<file path="src/rtl/stopwatch_timebase.sv">
// stopwatch_timebase
//   Centisecond timebase and MM:SS.cc BCD time-keeping for the stopwatch.
//   A prescaler divides clk down to TICK_HZ. Each tick advances six BCD
//   digits through a single-cycle ripple carry chain that wraps from
//   59:59.99 to 00:00.00.
//
// Parameters
//   CLK_HZ   system clock frequency in Hz
//   TICK_HZ  timebase tick rate in Hz (100 gives centisecond resolution)
//
// Ports
//   clk        system clock
//   reset      asynchronous active-high reset
//   clr        synchronous clear from the control FSM (beats count)
//   count      run enable from the control FSM
//   lap        single-cycle lap pulse (only used with STOPWATCH_LAP_EN)
//   cs_ones .. min_tens   BCD display digits, all registered
//   tick       one-cycle pulse on every centisecond increment
//   wrap       one-cycle pulse when 59:59.99 rolls over to 00:00.00
//   lap_active high while the display is frozen by lap
//
// Optional feature
//   Define STOPWATCH_LAP_EN to add a shadow digit register set that can be
//   frozen by lap while the live counters keep running. Without the macro
//   lap is ignored, lap_active is tied low and no shadow flops exist.

module stopwatch_timebase #(
  parameter int CLK_HZ  = 50000000,
  parameter int TICK_HZ = 100
) (
  input  logic       clk,
  input  logic       reset,
  input  logic       clr,
  input  logic       count,
  input  logic       lap,
  output logic [3:0] cs_ones,
  output logic [3:0] cs_tens,
  output logic [3:0] sec_ones,
  output logic [3:0] sec_tens,
  output logic [3:0] min_ones,
  output logic [3:0] min_tens,
  output logic       tick,
  output logic       wrap,
  output logic       lap_active
);

  localparam int DIV = CLK_HZ / TICK_HZ;
  localparam int PW  = (DIV > 1) ? $clog2(DIV) : 1;
  localparam logic [PW-1:0] PRESC_LAST = PW'(DIV - 1);

  // Highest legal value per digit, index 0 = cs_ones ... 5 = min_tens
  localparam logic [5:0][3:0] DIG_MAX = {4'd5, 4'd9, 4'd5, 4'd9, 4'd9, 4'd9};

  generate
    if (DIV < 2 || (CLK_HZ % TICK_HZ) != 0) begin : g_bad_cfg
      $fatal(1, "stopwatch_timebase: CLK_HZ must be a multiple of TICK_HZ with CLK_HZ/TICK_HZ >= 2");
    end
  endgenerate

  logic [PW-1:0]   presc_q, presc_d;
  logic [5:0][3:0] dig_q, dig_d;
  logic            tick_q, tick_d;
  logic            wrap_q, wrap_d;
  logic [6:0]      carry;
  logic [5:0][3:0] disp;

  // Prescaler and digit carry chain. carry[0] is the tick enable and
  // carry[i+1] is the carry out of digit i, so a full rollover of every
  // digit resolves within one cycle. Holding count low keeps the prescaler
  // phase, so a pause loses no fractional time.
  always_comb begin
    presc_d = presc_q;
    dig_d   = dig_q;
    tick_d  = 1'b0;
    wrap_d  = 1'b0;
    carry   = '0;
    if (clr) begin
      presc_d = '0;
      dig_d   = '0;
    end else if (count) begin
      if (presc_q == PRESC_LAST) begin
        presc_d  = '0;
        carry[0] = 1'b1;
        tick_d   = 1'b1;
      end else begin
        presc_d = presc_q + PW'(1);
      end
      for (int i = 0; i < 6; i++) begin
        if (carry[i]) begin
          if (dig_q[i] >= DIG_MAX[i]) begin
            dig_d[i]   = 4'd0;
            carry[i+1] = 1'b1;
          end else begin
            dig_d[i] = dig_q[i] + 4'd1;
          end
        end
      end
      wrap_d = carry[6];
    end
  end

  always_ff @(posedge clk or posedge reset) begin
    if (reset) begin
      presc_q <= '0;
      dig_q   <= '0;
      tick_q  <= 1'b0;
      wrap_q  <= 1'b0;
    end else begin
      presc_q <= presc_d;
      dig_q   <= dig_d;
      tick_q  <= tick_d;
      wrap_q  <= wrap_d;
    end
  end

`ifdef STOPWATCH_LAP_EN
  logic            lap_active_q, lap_active_d;
  logic [5:0][3:0] shadow_q, shadow_d;

  // The shadow loads the next live value on every edge except while the
  // display stays frozen (lap_active high before and after the edge). This
  // captures the same-edge increment on freeze and shows live digits
  // immediately after unfreeze.
  always_comb begin
    lap_active_d = lap_active_q;
    shadow_d     = shadow_q;
    if (clr) begin
      lap_active_d = 1'b0;
      shadow_d     = '0;
    end else begin
      if (lap) begin
        lap_active_d = ~lap_active_q;
      end
      if (!(lap_active_q && lap_active_d)) begin
        shadow_d = dig_d;
      end
    end
  end

  always_ff @(posedge clk or posedge reset) begin
    if (reset) begin
      lap_active_q <= 1'b0;
      shadow_q     <= '0;
    end else begin
      lap_active_q <= lap_active_d;
      shadow_q     <= shadow_d;
    end
  end

  assign disp       = shadow_q;
  assign lap_active = lap_active_q;
`else
  logic unused_lap;
  assign unused_lap = lap;
  assign disp       = dig_q;
  assign lap_active = 1'b0;
`endif

  assign cs_ones  = disp[0];
  assign cs_tens  = disp[1];
  assign sec_ones = disp[2];
  assign sec_tens = disp[3];
  assign min_ones = disp[4];
  assign min_tens = disp[5];
  assign tick     = tick_q;
  assign wrap     = wrap_q;

endmodule

</file>
<file path="config.mk">
export PLATFORM = sky130hd
export DESIGN_NAME = stopwatch_timebase
export DESIGN_NICKNAME = d
export VERILOG_FILES = /design/src/rtl/stopwatch_timebase.sv
export SDC_FILE = /design/constraint.sdc
export NUM_CORES = 1
export LEC_CHECK = 0
export BUFFER_PORTS_ARGS = -buffer_cell sky130_fd_sc_hd__clkbuf_2
export CORE_MARGIN = 2
export CORE_UTILIZATION = 58
export DETAILED_ROUTE_END_ITERATION = 6
export PLACE_DENSITY_LB_ADDON = 0.3
export SYNTH_ARGS = -nofsm -noshare
export SYNTH_HDL_FRONTEND = slang
export SYNTH_SLANG_ARGS = --single-unit
export TNS_END_PERCENT = 100
</file>
<file path="constraint.sdc">
create_clock -name clk -period 3.1 [get_ports clk]
set_input_delay 0.155 -clock clk [delete_from_list [all_inputs] [get_ports clk]]
set_output_delay 0.155 -clock clk [all_outputs]
set_load 0.05 [all_outputs]
</file>
==> results of run 1 <==
cell usage after synthesis (all sizes together), types with 2 or more instances:
library cell and number:
o311ai 2, or3 6, or3b 3, o21ai 14, xor2 11, a41oi 3
nand2 24, or4 7, and3 3, nor2b 3, and2 3, nand4 7
ha 19, nor4 4, or4b 2, a31oi 2, and4 4, nor2 23
xnor2 6, nor3 6, dfrtp 45, nand3 19, inv 18, nand2b 4
a21oi 20, nand4b 2, clkbuf 5, o31ai 6
layer usage:
metal  vias to the layer above  routed length, um  GRT usage (%)
met3                         8                238          4.782
met1                      1004               2391          29.24
li1                       1069                  -              -
met5                         -                  0              0
met4                         0                109          10.90
met2                        46               2565          37.76
final timing paths:
check                                         from                       to  slack (ps)  cells past startpoint
max                        sec_ones[0]$_DFFE_PP0P_  min_tens[1]$_DFFE_PP0P_         560                      7
min                                          count   presc_q[0]$_DFFE_PP0P_         160                      3
max reg2reg                sec_ones[0]$_DFFE_PP0P_  min_tens[1]$_DFFE_PP0P_         560                      7
min reg2reg                presc_q[18]$_DFFE_PP0P_  presc_q[18]$_DFFE_PP0P_         500                      1
max in group asynchronous                    reset  min_tens[2]$_DFFE_PP0P_        2200                      4
min in group asynchronous                    reset   presc_q[9]$_DFFE_PP0P_         490                      4
worst max-delay path, cell delays in order, from the launching register on:
cell     delay, ps
dfrtp_1        420
inv_1           90
ha_1           190
or3b_2         210
nand4_1        250
or3_1          590
or4_1          540
a21oi_1        170
cells by family after synthesis:
kind of cell             count (synthesis)  share of synthesized area (%)
AND/OR/NAND/NOR                        121                          26.46
flip-flops                              45                          42.84
XOR/XNOR                                17                          5.664
adder cells (fa/ha/maj)                 19                          9.043
buffers and inverters                   24                          3.570
AO/OA/AOI/OAI                           53                          12.28
other                                    1                         0.1427
flip-flops by register name (all words and copies together) (netlist names):
signal	count
sec_ones	4
sec_tens	4
tick	1
wrap	1
cs_ones	4
min_tens	4
cs_tens	4
presc_q	19
min_ones	4
layout make-up:
type	count	area [um^2]	share of cell area, %
clock buffer	8	80.08	2.752
inverter	18	67.56	2.322
multi-input combinational	211	1409	48.41
sequential	45	1126	38.69
tap	52	65.06	2.236
timing repair buffer	31	162.7	5.589
power groups by stage:
stage	logic (uW)	registers (uW)	clock network, uW
6_report	76.2	602	359
5_1_grt	85.7	603	387
4_1_cts	77.4	602	366
3_5_place_dp	75.6	614	0
3_3_place_gp	74.5	613	0
2_1_floorplan	43.2	626	0
stage by stage:
step / power (uW) / utilization, % / hold slack, ps / area (um^2) / worst slack (ps)
4_1_cts: 1045 / 66.84 / 159.6 / 2910 / 554.4
3_3_place_gp: 687.8 / 64.77 / 307.4 / 2820 / 636.6
2_1_floorplan: 668.9 / - / 301.0 / 2629 / 369.6
5_1_grt: 1076 / 66.84 / 190.2 / 2910 / 388.0
3_5_place_dp: 689.3 / 64.77 / 311.4 / 2820 / 579.4
6_report: 1037 / 66.84 / 164.1 / 2910 / 561.8
timing repair:
action | 4_1_cts | 5_1_grt
hold buffers | 1 | 0
buffers inserted | 0 | 0
hold endpoints to repair | 45 | 0
gates resized for setup | 0 | 0
endpoints found under the setup margin | 0 | 0
==> results.py, run 1 <==
metrics = {
    "status": {
        "outcome": "complete, no violations",
    },
    "logic_synthesis": {
        "synthCells": 280,
        "synth_ff_type": "dfrtp_1",
        "synth_area_leader_cell": "dfrtp_1",
        "yosys-top-cells-area": "dfrtp_1 43%, ha_1 9.0%, a21oi_1 3.8%",
        "synth_area_per_cell_um2": 9.388,
        "netlist-cell-type-count": 43,
        "netlist_area_mm2": 0.002629,
        "syn_nets": 304,
        "synth_top_cell_area_share_pct": 42.84,
        "ys_ff_latch": 45,
        "async_flop_share_pct": 100.0,
        "ys_seq_area_share_pct": 42.84,
        "synth_edf_count": 0,
        "yosys_warnings": 0,
    },
    "pwr": {
        "internal-power_uw": 772.3,
        "p_sw_share_pct": 25.55,
        "combPwrFrac_pct": 7.3,
        "p_seq_share_pct": 58.1,
        "power.switching_uw": 265.1,
        "peakVddDrop_uv": 254.8,
        "p_per_area_mw_per_mm2": 356.5,
        "p_clk_share_pct": 34.6,
        "leakage_uw": 0.001288,
    },
    "finish": {
        "syn_to_final_growth_pct": 10.71,
        "nets": 336,
        "antenna_cells": 0,
        "nFillCells": 366,
        "final_common_cell": "dfrtp_1",
        "drive_gt1_share_pct": 14.70,
        "mostFrequentLayoutCells": "45 x dfrtp_1, 29 x clkbuf_2, 24 x nand2_1, 23 x nor2_1, 20 x a21oi_1",
        "fin_cells": 365,
    },
    "routing": {
        "dr.pass1.iters": 4,
        "viasPerCell": 5.827,
        "wl_per_cell_um": 14.53,
        "drc_errors": 0,
        "drt-initial-drc-count": 150,
        "wl_mm": 5.304,
        "final_antenna_net_count": 0,
        "vias": 2127,
    },
    "global_route": {
        "overflow": 0,
        "grt_pass1_vias": 2063,
        "grt_max_degree": 46,
        "grt_use_total_pct": 23.03,
        "antenna_found_initial": 0,
        "grt_pass1_wl_mm": 9.225,
    },
    "timing": {
        "hold_viol": 0,
        "max-slew-margin-rel_pct": 31.40,
        "setup_viol": 0,
        "timing.fmax_mhz": 394.0,
        "finalClockSkew_ps": 9.809,
        "worst_pin_slew_ps": 1020,
        "finalMaxSlewViolations": 0,
        "fin_crit_sh_pct": 81.88,
        "finalSetupTns_ps": 0,
        "rsz0062_at_grt": "no",
        "finalCriticalPeriod_ps": 2538,
    },
    "critical_path": {
        "cp-end-kind": "register",
        "worst_ep_arrival_time_ps": 2770,
        "required_ps": 3330,
        "path_class": "register to register",
        "worstSetupStartpointType": "register",
        "path_max_fanout": 11,
    },
    "clock_network": {
        "clock_sinks": 45,
        "cts_max_level": 2,
        "cts_root_buf": "clkbuf_8",
        "cts_made_buffers": 5,
        "clock_latency_ps": 310,
        "cts_tree": "done",
        "cts.clk_slew.worst_paths_ps": 80,
        "cts_buffer_depth": 2,
    },
    "floorplan": {
        "fp.dieH_um": 71.32,
        "dieArea_mm2": 0.005087,
        "rows": 24,
        "core_area_mm2": 0.004354,
        "die_x_um": 71.32,
        "ios": 32,
        "start_util_pct": 60.37,
    },
    "worst_hold_path": {
        "hp-class": "input pin to register",
    },
    "placement": {
        "hpwl_mm": 3.737,
        "port-buffer-count": 29,
        "gp_congestion": 0.8518,
        "numPlacedInstances": 356,
    },
    "flow_run": {
        "drv_cap": 0,
    },
}
Note: power is estimated with default switching activity, not from simulation.
==> run 2, diff against run 1 <==
clock period = 2.5 ns   (was 3.1 ns; I/O delays follow)
==> run 2 against run 1 <==
Against the previous run:
- fmax up 8.1%
- largest power group unchanged
- clock-buffer cell count unchanged
- critical endpoint is now min_tens[0]$_DFFE_PP0P_
- critical path depth unchanged
==> results.py, run 2 (synthesized netlist as in run 1, its figures left out) <==
metrics = {
    "floorplan": {
        "fp.dieH_um": 71.32,
        "dieArea_mm2": 0.005087,
        "start_util_pct": 60.37,
        "ios": 32,
        "die_x_um": 71.32,
        "rows": 24,
        "core_area_mm2": 0.004354,
    },
    "flow_run": {
        "drv_cap": 0,
    },
    "global_route": {
        "grt_max_degree": 24,
        "grt_pass1_vias": 2116,
        "use_met3_pct": 5.345,
        "overflow": 0,
        "grt_use_total_pct": 23.17,
        "top_usage_layer": "met2",
        "grt_pass1_wl_mm": 9.459,
        "use_met2_pct": 37.65,
        "antenna_found_initial": 0,
        "grt.met1_usage_pct": 30.20,
    },
    "pwr": {
        "leakage_uw": 0.001310,
        "peakVddDrop_uv": 417.7,
        "p_per_area_mw_per_mm2": 438.8,
    },
    "clock_network": {
        "cts_max_level": 2,
        "clock_latency_ps": 310,
        "cts_buffer_depth": 2,
        "clock_sinks": 45,
        "cts_made_buffers": 5,
        "cts_root_buf": "clkbuf_8",
        "cts_tree": "done",
        "cts.clk_slew.worst_paths_ps": 80,
        "post_cts_buffers": 0,
    },
    "timing": {
        "max-slew-margin-rel_pct": 39.44,
        "finalClockSkew_ps": 11.16,
        "fin_crit_sh_pct": 93.92,
        "setup_viol": 0,
        "hold_viol": 0,
        "worst_pin_slew_ps": 900.7,
        "finalSetupTns_ps": 0,
        "rsz0062_at_grt": "no",
        "finalCriticalPeriod_ps": 2348,
        "timing.fmax_mhz": 425.9,
        "finalMaxSlewViolations": 0,
    },
    "critical_path": {
        "path_class": "register to register",
        "cp-end-kind": "register",
        "required_ps": 2630,
        "worstSetupStartpointType": "register",
        "crit_slowest_cell": "or3_4",
        "max_stage_delay_ps": 480,
        "path_max_fanout": 11,
        "crit_chain": "inv_1 -> ha_1 -> or3b_2 -> nand4_1 -> or3_4 -> o311ai_0 -> o21ai_0",
        "worst_ep_arrival_time_ps": 2480,
    },
    "finish": {
        "multi_input_area_mm2": 0.001423,
        "top_register": "presc_q",
        "final_common_cell": "dfrtp_1",
        "nets": 341,
        "drive_gt1_share_pct": 18.87,
        "syn_to_final_growth_pct": 13.33,
        "regArea_mm2": 0.001134,
        "nFillCells": 351,
        "fin_cells": 370,
        "antenna_cells": 0,
        "largest_reg_flops": 19,
        "fin_area_mm2": 0.002979,
        "mostFrequentLayoutCells": "39 x dfrtp_1, 29 x clkbuf_2, 24 x nand2_1, 23 x nor2_1, 20 x a21oi_1",
    },
    "status": {
        "outcome": "complete, no violations",
    },
    "placement": {
        "place_area_mm2": 0.002865,
        "port-buffer-count": 29,
        "gp_congestion": 0.7911,
        "numPlacedInstances": 361,
        "hpwl_mm": 3.967,
    },
    "routing": {
        "vias": 2169,
        "final_antenna_net_count": 0,
        "viasPerCell": 5.862,
        "dr.pass1.iters": 5,
        "drc_errors": 0,
        "drt-initial-drc-count": 151,
        "wl_per_cell_um": 14.57,
        "wl_mm": 5.392,
    },
    "worst_hold_path": {
        "hp-class": "input pin to register",
    },
}
## run 2: final timing paths
check | from | endpoint | slack (ps) | depth (start not counted)
min in group asynchronous | reset | cs_ones[2]$_DFFE_PP0P_ | 390 | 3
worst min-delay path | count | presc_q[0]$_DFFE_PP0P_ | 140 | 3
max in group asynchronous | reset | wrap$_DFF_PP0_ | 1380 | 4
worst max-delay path | cs_tens[0]$_DFFE_PP0P_ | min_tens[0]$_DFFE_PP0P_ | 150 | 7
worst min register to register | presc_q[18]$_DFFE_PP0P_ | presc_q[18]$_DFFE_PP0P_ | 510 | 1
worst max register to register | cs_tens[0]$_DFFE_PP0P_ | min_tens[0]$_DFFE_PP0P_ | 150 | 7
## run 2: worst max-delay path, delay by kind of cell (launching register included)
kind	cells	cell delay, ps
AND/OR/NAND/NOR	3	860
AO/OA/AOI/OAI	2	640
flip-flops	1	430
adder cells (fa/ha/maj)	1	190
buffers and inverters	1	60
## run 2: through the flow
stage / util [%] / power, uW / worst slack (ps) / hold WS (ps)
after floorplan: - / 830.8 / 7.134 / 271.0
after global placement: 65.80 / 855.0 / 179.5 / 186.6
after detailed placement: 65.80 / 858.1 / 135.3 / 192.4
after CTS: 68.10 / 1319 / 124.0 / 134.7
after global routing: 68.42 / 1356 / 41.15 / 166.8
final: 68.42 / 1307 / 151.9 / 139.9
## run 2: metal layers
layer	vias to the layer above	part of all wire, %
met1	1026	46
li1	1081	-
met4	0	1.4
met2	54	48
met3	8	4.3
met5	-	0
## run 2: cell type report
type                       count  share of cell area (%)
clock buffer                   8                   3.024
timing repair buffer          36                   6.720
inverter                      18                   2.268
tap                           52                   2.184
sequential                    45                   38.05
multi-input combinational    211                   47.75
## run 2: report_power, final
part	total (uW)	switching (uW)	internal (uW)
clock network	462	236	225
registers	748	11.6	736
logic	97.3	72.3	24.9
## run 2: what timing repair did
| action | 4_1_cts | 5_1_grt |
|---|---|---|
| hold endpoints to repair | 22 | 0 |
| hold buffers | 1 | 0 |
| resized for setup | 0 | 2 |
| setup endpoints to repair | 0 | 3 |
